$ cat config.mk
export PLATFORM = sky130hd
export DESIGN_NAME = instr_mem_loader
export DESIGN_NICKNAME = d
export VERILOG_FILES = /design/src/rtl/cpu_pkg.sv /design/src/rtl/byte_word_packer.sv /design/src/rtl/instr_mem_loader.sv
export SDC_FILE = /design/constraint.sdc
export NUM_CORES = 1
export LEC_CHECK = 0
export CAP_MARGIN = 20
export CORE_MARGIN = 2
export CORE_UTILIZATION = 49
export CTS_BUF_LIST = sky130_fd_sc_hd__clkbuf_8
export CTS_CLUSTER_DIAMETER = 30
export DETAILED_ROUTE_END_ITERATION = 12
export PLACE_DENSITY_LB_ADDON = 0.05
export SYNTH_ARGS = -nofsm -noshare
export SYNTH_HDL_FRONTEND = slang
export SYNTH_SLANG_ARGS = --single-unit
$ cat constraint.sdc
create_clock -name clk -period 3.15 [get_ports clk]
set_input_delay 0.315 -clock clk [delete_from_list [all_inputs] [get_ports clk]]
set_output_delay 0.315 -clock clk [all_outputs]
set_load 0.01 [all_outputs]
$ cat src/rtl/cpu_pkg.sv
// Shared definitions for the instruction memory loader.
//   loader_state_t      : loader FSM states
//   BYTES_PER_WORD      : stream bytes per instruction word
//   DEFAULT_INSTR_LEN   : default instruction word width
//   accepts_bytes()     : states in which the loader takes stream bytes
//   is_busy()           : states that count as a load in progress
package cpu_pkg;

    localparam int DEFAULT_INSTR_LEN = 32;
    localparam int BYTES_PER_WORD    = 4;

    typedef enum logic [2:0] {
        IDLE,
        LEN_HI,
        LEN_LO,
        DATA,
        DRAIN,
        DONE,
        ERROR
    } loader_state_t;

    function automatic logic accepts_bytes(input loader_state_t s);
        return (s == LEN_HI) || (s == LEN_LO) || (s == DATA);
    endfunction

    function automatic logic is_busy(input loader_state_t s);
        return accepts_bytes(s) || (s == DRAIN);
    endfunction

endpackage

$ cat src/rtl/byte_word_packer.sv
// Assembles a byte stream into big-endian words (first byte lands in the MSBs).
// Ports:
//   clk, nreset    : clock, async active-low reset
//   i_clear        : synchronous restart; drops any partial word
//   i_byte_valid   : a byte is accepted this cycle
//   i_byte_data    : the accepted byte
//   o_word_done    : combinational; this accepted byte completes a word
//   o_word_ready   : registered one-cycle pulse the cycle after a word completes
//   o_word_data    : assembly register; holds the full word while o_word_ready is high
module byte_word_packer
    import cpu_pkg::*;
#(
    parameter int INSTR_LEN = DEFAULT_INSTR_LEN
) (
    input  logic                 clk,
    input  logic                 nreset,
    input  logic                 i_clear,
    input  logic                 i_byte_valid,
    input  logic [7:0]           i_byte_data,
    output logic                 o_word_done,
    output logic                 o_word_ready,
    output logic [INSTR_LEN-1:0] o_word_data
);

    localparam int IDX_W = $clog2(BYTES_PER_WORD);
    localparam logic [IDX_W-1:0] LAST_IDX = IDX_W'(BYTES_PER_WORD - 1);

    logic [IDX_W-1:0]     r_byte_idx;
    logic [INSTR_LEN-1:0] r_shift;
    logic                 r_word_ready;
    logic                 w_last_byte;

    assign w_last_byte = i_byte_valid && (r_byte_idx == LAST_IDX);

    always_ff @(posedge clk or negedge nreset) begin
        if (!nreset) begin
            r_byte_idx   <= '0;
            r_shift      <= '0;
            r_word_ready <= 1'b0;
        end else begin
            r_word_ready <= 1'b0;
            if (i_clear) begin
                r_byte_idx <= '0;
                r_shift    <= '0;
            end else if (i_byte_valid) begin
                // The shift happens on the edge after a word_ready cycle at the
                // earliest, so the completed word is stable while it is written.
                r_shift      <= {r_shift[INSTR_LEN-9:0], i_byte_data};
                r_byte_idx   <= w_last_byte ? '0 : r_byte_idx + IDX_W'(1);
                r_word_ready <= w_last_byte;
            end
        end
    end

    assign o_word_done  = w_last_byte;
    assign o_word_ready = r_word_ready;
    assign o_word_data  = r_shift;

endmodule

$ cat src/rtl/instr_mem_loader.sv
// Instruction memory writer: takes a 2-byte big-endian word count followed by
// the program bytes over a valid/ready byte stream and writes 32-bit words.
// Holds the CPU in reset until the whole program has been written.
//
// state  | meaning
// -------+-------------------------------------------------------------
// IDLE   | after reset, waiting for start
// LEN_HI | taking word count [15:8]
// LEN_LO | taking word count [7:0]; range check decides next state
// DATA   | streaming program bytes, one write per 4 bytes
// DRAIN  | final word write strobe
// DONE   | program loaded, CPU released; start reloads
// ERROR  | word count above capacity, CPU held; start retries
//
// Ports:
//   clk, nreset        : clock, async active-low reset
//   start              : load request, honoured in IDLE/DONE/ERROR only
//   in_valid, in_data  : byte stream in
//   in_ready           : byte accepted when in_valid & in_ready
//   wr_en/addr/data    : word write port, byte address word aligned
//   busy, done, error  : status (done and error sticky until next start)
//   cpu_hold           : high until a load completes
module instr_mem_loader
    import cpu_pkg::*;
#(
    parameter int INSTR_LEN     = DEFAULT_INSTR_LEN,
    parameter int MEM_ADDR_SIZE = 16
) (
    input  logic                     clk,
    input  logic                     nreset,
    input  logic                     start,
    input  logic                     in_valid,
    input  logic [7:0]               in_data,
    output logic                     in_ready,
    output logic                     wr_en,
    output logic [MEM_ADDR_SIZE-1:0] wr_addr,
    output logic [INSTR_LEN-1:0]     wr_data,
    output logic                     busy,
    output logic                     done,
    output logic                     error,
    output logic                     cpu_hold
);

    localparam int WIDX_W = MEM_ADDR_SIZE - 2;
    // A 16-bit count can never exceed capacity once the memory holds 2^16 words.
    localparam logic [31:0] CAP_WORDS = (MEM_ADDR_SIZE >= 18) ? 32'h0001_0000
                                                              : (32'd1 << WIDX_W);

    loader_state_t     r_state;
    loader_state_t     w_next_state;
    logic [7:0]        r_count_hi;
    logic [15:0]       r_count;
    logic [15:0]       r_words_rcvd;
    logic [WIDX_W-1:0] r_word_idx;

    logic                 w_accept;
    logic                 w_restart;
    logic [15:0]          w_count_full;
    logic                 w_count_over;
    logic                 w_byte_valid;
    logic                 w_word_done;
    logic                 w_word_ready;
    logic                 w_last_word;
    logic [INSTR_LEN-1:0] w_word_data;

    assign w_accept     = in_valid && accepts_bytes(r_state);
    assign w_restart    = start && ((r_state == IDLE) || (r_state == DONE) || (r_state == ERROR));
    assign w_count_full = {r_count_hi, in_data};
    assign w_count_over = ({16'd0, w_count_full} > CAP_WORDS);
    assign w_byte_valid = w_accept && (r_state == DATA);
    assign w_last_word  = w_word_done && (r_words_rcvd == r_count - 16'd1);

    byte_word_packer #(
        .INSTR_LEN (INSTR_LEN)
    ) u_packer (
        .clk          (clk),
        .nreset       (nreset),
        .i_clear      (w_restart),
        .i_byte_valid (w_byte_valid),
        .i_byte_data  (in_data),
        .o_word_done  (w_word_done),
        .o_word_ready (w_word_ready),
        .o_word_data  (w_word_data)
    );

    always_ff @(posedge clk or negedge nreset) begin
        if (!nreset) begin
            r_state <= IDLE;
        end else begin
            r_state <= w_next_state;
        end
    end

    always_comb begin
        w_next_state = r_state;
        case (r_state)
            IDLE:    if (start) w_next_state = LEN_HI;
            LEN_HI:  if (w_accept) w_next_state = LEN_LO;
            LEN_LO: begin
                if (w_accept) begin
                    if (w_count_full == 16'd0) begin
                        w_next_state = DONE;
                    end else if (w_count_over) begin
                        w_next_state = ERROR;
                    end else begin
                        w_next_state = DATA;
                    end
                end
            end
            DATA:    if (w_last_word) w_next_state = DRAIN;
            DRAIN:   w_next_state = DONE;
            DONE:    if (start) w_next_state = LEN_HI;
            ERROR:   if (start) w_next_state = LEN_HI;
            default: w_next_state = IDLE;
        endcase
    end

    always_ff @(posedge clk or negedge nreset) begin
        if (!nreset) begin
            r_count_hi   <= '0;
            r_count      <= '0;
            r_words_rcvd <= '0;
            r_word_idx   <= '0;
        end else if (w_restart) begin
            r_words_rcvd <= '0;
            r_word_idx   <= '0;
        end else begin
            if ((r_state == LEN_HI) && w_accept) r_count_hi <= in_data;
            if ((r_state == LEN_LO) && w_accept) r_count    <= w_count_full;
            if (w_word_done)  r_words_rcvd <= r_words_rcvd + 16'd1;
            // Address advances after the write, so a full memory wraps only
            // once the final word has gone out.
            if (w_word_ready) r_word_idx   <= r_word_idx + WIDX_W'(1);
        end
    end

    assign in_ready = accepts_bytes(r_state);
    assign busy     = is_busy(r_state);
    assign done     = (r_state == DONE);
    assign error    = (r_state == ERROR);
    assign cpu_hold = (r_state != DONE);
    assign wr_en    = w_word_ready;
    assign wr_addr  = {r_word_idx, 2'b00};
    assign wr_data  = w_word_data;

endmodule

After elaboration in Yosys (flattened, before gate mapping)
Index checks and enable logic that the tools add are counted.
{ "classes": {"addsub": 4, "n_lt_le_gt_ge": 1, "eq_ne": 13, "n_mux": 18, "n_bitwise": 1, "n_reduce_logical": 21} }
{ "ops": {"columns": ["op", "n"], "rows": [
  ["32-bit 2-to-1 mux", 2],
  ["16-bit 2-to-1 mux", 2],
  ["14-bit 2-to-1 mux", 2],
  ["3-bit 2-to-1 mux", 6],
  ["16-bit by 1-bit adder with 16-bit output, second input constant", 1],
  ["16-bit equality test", 1],
  ["16-bit by 15-bit greater-than comparator with 1-bit output, second input constant", 1],
  ["16-bit logical NOT", 1],
  ["16-bit by 1-bit subtractor with 16-bit output, second input constant", 1],
  ["3-bit one-hot mux with 5 select lines", 1],
  ["14-bit by 1-bit adder with 14-bit output, second input constant", 1],
  ["3-bit equality test, second input constant", 3],
  ["1-bit logical AND", 7],
  ["3-bit by 2-bit equality test with 1-bit output, second input constant", 2],
  ["2-bit 2-to-1 mux", 3],
  ["2-bit inequality test, second input constant", 3],
  ["2-bit nonzero test", 3],
  ["1-bit logical OR", 5],
  ["2-bit AND reduction", 2],
  ["4-bit AND reduction", 1],
  ["3-bit by 1-bit equality test with 1-bit output, second input constant", 1],
  ["3-bit logical NOT", 1],
  ["3-bit inequality test, second input constant", 1],
  ["3-bit OR reduction", 1],
  ["5 further kinds", 6]
]} }
{ "totals": {"regBits": 92, "in_bits": 12, "word_cells": 66} }

Logic depth before layout (Yosys ltp)
{ "logic_depth": {"word_depth": 9, "depth_mapped": 9, "mapped_depth_nobuf": 8} }

By module
A second synthesis with hierarchy kept.
{ "hier_totals": {"hier_cells": 441, "hier_area_um2": 4660.7} }
{ "by_module_without_submodules": {"columns": ["module", "instances", "cells_per_inst", "area_per_inst_um2"], "rows": [
  ["instr_mem_loader", 1, 327, 3200.6],
  ["byte_word_packer", 1, 114, 1460.2]
]} }

Least setup slack after synthesis
Ideal clock, no wire load.
{ "synth_timing": {"path_type": "flip-flop to flip-flop", "start": "register r_count[0]", "end": "register r_state[2]", "t_arrival_ns": 2.267, "t_required_ns": 3.077, "setup_slack_ns": 0.810, "stages_incl_launch_ff": 8, "cell_sequence": "dfrtp_1 > or4_1 > buf_2 > or4b_4 > a211oi_2 > o22ai_1 > and4b_1 > a2bb2oi_2"} }
{ "synth_between": {"elab_chain_cells": 5} }
{ "synth_rtl": {"columns": ["item", "line_no", "text"], "rows": [
  ["start: declaration", "instr_mem_loader.sv:52", "logic [15:0] r_count;"],
  ["start signal: assignment", "instr_mem_loader.sv:129", "if ((r_state == LEN_LO) && w_accept) r_count <= w_count_full;"],
  ["16-bit by 1-bit subtractor with 16-bit output", "instr_mem_loader.sv:71", "assign w_last_word = w_word_done && (r_words_rcvd == r_count - 16'd1);"],
  ["16-bit equality test", "instr_mem_loader.sv:71", null],
  ["1-bit logical AND", "instr_mem_loader.sv:71", null],
  ["2-bit inequality test (no source line)", null, null],
  ["4-bit AND reduction (no source line)", null, null],
  ["end signal: assignment", "instr_mem_loader.sv:90", "r_state <= w_next_state;"],
  ["end: declaration", "instr_mem_loader.sv:49", "loader_state_t r_state;"]
]} }
Every way passes these cells.
A chain may end at the register's enable or synchronous reset.

Final worst setup path
Same ends and word-level chain as after synthesis.

==> reports/results.tsv <==
stage	metric	value	unit
final_layout	post-route-util	60.4	%
final_layout	drive_gt1_share	10.4	%
power	leakage	2.40	nW
synth	yosysSeqAreaShare	50.2	%
timing	max_slew_margin	48.6	%
synth	synth_fa_ha_area_share	1.09	%
critical_path	start_kind	flip-flop	
clock_network	ctsResizeCount	0	
clock_network	clock_path_buffers	2	
floorplan	core	9150	um2
synth	synth_top_family_by_area	simple AND/OR/NAND/NOR gates	
power	vdd_drop_max	0.379	mV
floorplan	start_util	50.1	%
synth	netlist_area	4590	um2
synth	synthTopCellsByArea	dfrtp_1, nand2_1, mux2_2	
synth	synth_xor_area_share	7.82	%
grt	grt_pass1_wl	16800	um
power	power_density	504	nW/um2
final_layout	final_nets	561	
clock_network	htree_levels	3	
floorplan	die_x	101	um
clock_network	cts_tree	done	
hold_path	hold_class	primary input to async pin	
final_layout	insertedDiodeCount	0	
critical_path	path_class	flip-flop to flip-flop	
run_status	violations	hold timing	
synth	yosys.area.top_type_share	50.2	%
drt	final_antenna_net_count	0	
grt	grt.overflow.total	0	
timing	hold_viol	3	
timing	fin_ws	0.570	ns
critical_path	cp-end-kind	flip-flop	
synth	syn_avg_cell_area	9.42	um2
grt	antenna_found_initial	0	
timing	slew_violations	0	
timing	timing.fmax	0.388	GHz
timing	finalSetupTns	0	ns
critical_path	required	3.44	ns
synth	yosysWarnings	0	
drt	route.detailed.drc	0	
synth	synth_compound_area_share	10.4	%
clock_network	clk_latency	0.36	ns
drt	avgRoutedWirePerCell	15.1	um
floorplan	rows	35	
clock_network	root_buffer	clkbuf_8	
run_status	status	finished with violations	
timing	hold_ws	-0.00953	ns
timing	rsz0062_at_grt	false	
critical_path	cp.arrival	2.87	ns
drt	wl	9960	um
clock_network	clkSinkCount	92	
final_layout	syn_to_final_growth	20.4	%
synth	synth_simple_gate_area_share	21.3	%
synth	ys_dominant_reg_cell	dfrtp_1	
grt	grt_pass1_vias	3387	
synth	muxShareOfSynthArea	5.81	%
drt	routed_via_density	5.45	
clock_network	cts_setup_buffers	0	
floorplan	top_level_ports	66	
timing	setup_viol	0	
place	port_buffers	63	
drt	dr.first_iter.drc_count	129	
synth	synthArstFlopShare	100	%
power	power.total	2.79	mW
critical_path	worstPathMaxFanout	5	
timing	skew	0.0138	ns
clock_network	postCtsHoldBufs	0	
place	dp_hpwl	7110	um
timing	period_minus_slack	2.58	ns
run	maxCapViolations	0	
timing	worst_pin_slew	0.771	ns
grt	grt_max_degree	58	
clock_network	cts_made_buffers	9	
place	gp_congestion	0.813	
critical_path	ff2ff_setup_slack	0.57	ns
timing	timing.final.crit_share	81.9	%
place	preCtsSetupSlack	0.580	ns
grt	grt_usage	21.0	%
synth	synth_edf_count	0	
drt	drt_first_pass_iters	4	
floorplan	dieHeight	101	um
synth	ys_ff_latch	92	
clock_network	clk_pin_slew_worst_paths	0.10	ns
floorplan	die_area	10200	um2
synth	netlist_instances	487	
synth	yosysTopAreaCell	dfrtp_1	
drt	vias	3604	
synth	yosysUniqueCellTypes	48	
[sequential cells by signal, summed over array words and instances (netlist names)]
register	cells
u_packer.o_word_data	32
r_count	16
r_words_rcvd	16
r_word_idx	14
r_count_hi	8
r_state	3
u_packer.r_byte_idx	2
u_packer.o_word_ready	1
[layout by cell type, fill, tap and decap left out, types with 4 or more instances in the layout]
cell             count
buf_4                8
ha_1                 4
or3_1                8
and3_1               5
nor4_1              10
nand2_1             95
nor2_1              35
xnor2_1             17
nor3_1               8
dfrtp_1             92
nand4_1             10
clkdlybuf4s50_1     62
inv_1               13
nand3_1              9
mux2_2              21
clkbuf_8            10
o21ai_0             22
xor2_1              24
a21oi_1             47
[layout make-up]
type                    instances  area [um2]
fillers                       809        3620
repair buffers                 71         701
flip-flops and latches         92        2300
clock inverters                 6        52.6
multi-input cells             358        2150
well taps                     111         139
clock buffers                  10         138
inverters                      13        48.8
[logic make-up (layout without fill, tap and decap cells)]
kind of cell,Yosys count,count (layout)
adders and majority gates,4,4
xor gates and xnor gates,41,41
DFF,92,92
and+or+nand+nor,203,203
buffers and inverters,38,100
muxes,24,24
AOI/OAI and AO/OA,84,84
other,1,2
[metal layers]
metal / global-route usage [%] / share of wire, % / vias up / wire, um
li1: - / - / 1782 / -
met1: 30.6 / 50 / 1740 / 4970
met4: 6.74 / 1.0 / 0 / 101
met5: 0 / 0 / - / 0
met3: 3.47 / 3.3 / 9 / 332
met2: 32.4 / 46 / 73 / 4560
[cells in the mapped netlist (all sizes together) (2+ instances only)]
library cell and instances:
nor4 11, or3 8, xor2 24, clkbuf 21
or4 2, o22ai 3, inv 13, nand2 95
nand4 10, o21ai 22, mux2 21, nor2b 2
mux2i 3, and4b 2, a221oi 2, ha 4
nor2 36, o211ai 2, nand3 9, xnor2 17
nand3b 3, and2 3, dfrtp 92, nor4b 2
and3 5, nor3 8, buf 4, a21oi 47
nor3b 2
[power by group]
part	internal [mW]	leakage [nW]	switching, mW	total, mW
Combinational	0.299	1.14	0.249	0.548
Sequential	1.31	1.17	0.151	1.46
Clock	0.323	0.0918	0.452	0.774
[path summary, 6_finish.rpt]
kind	startpoint	to	cells after the start
setup / recovery	r_count[0]$_DFFE_PN0P_	r_state[2]$_DFFE_PN0P_	8
hold / removal	nreset	r_count_hi[7]$_DFFE_PN0P_	1
setup reg to reg	r_count[0]$_DFFE_PN0P_	r_state[2]$_DFFE_PN0P_	8
hold reg to reg	u_packer.o_word_data[26]$_DFFE_PN0P_	u_packer.o_word_data[26]$_DFFE_PN0P_	2
max in group asynchronous	nreset	r_words_rcvd[5]$_DFFE_PN0P_	2
min in group clk	u_packer.o_word_data[26]$_DFFE_PN0P_	u_packer.o_word_data[26]$_DFFE_PN0P_	2
[per-stage QoR]
step | std cells | instance area, um2
6_report | 661 | 5530
5_1_grt | 661 | 5530
4_1_cts | 661 | 5530
3_5_place_dp | 645 | 5340
3_3_place_gp | 645 | 5340
2_1_floorplan | 488 | 4590
[worst max-delay path: stages, from the launching register on]
cell and delay (ns):
dfrtp_1 0.42, inv_1 0.08, ha_1 0.23, or3b_2 0.53, nor4_4 0.32, mux2_2 0.37
o211ai_1 0.08, and4b_1 0.33, a2bb2oi_2 0.15
No activity file was read; power rests on OpenSTA's default activity.
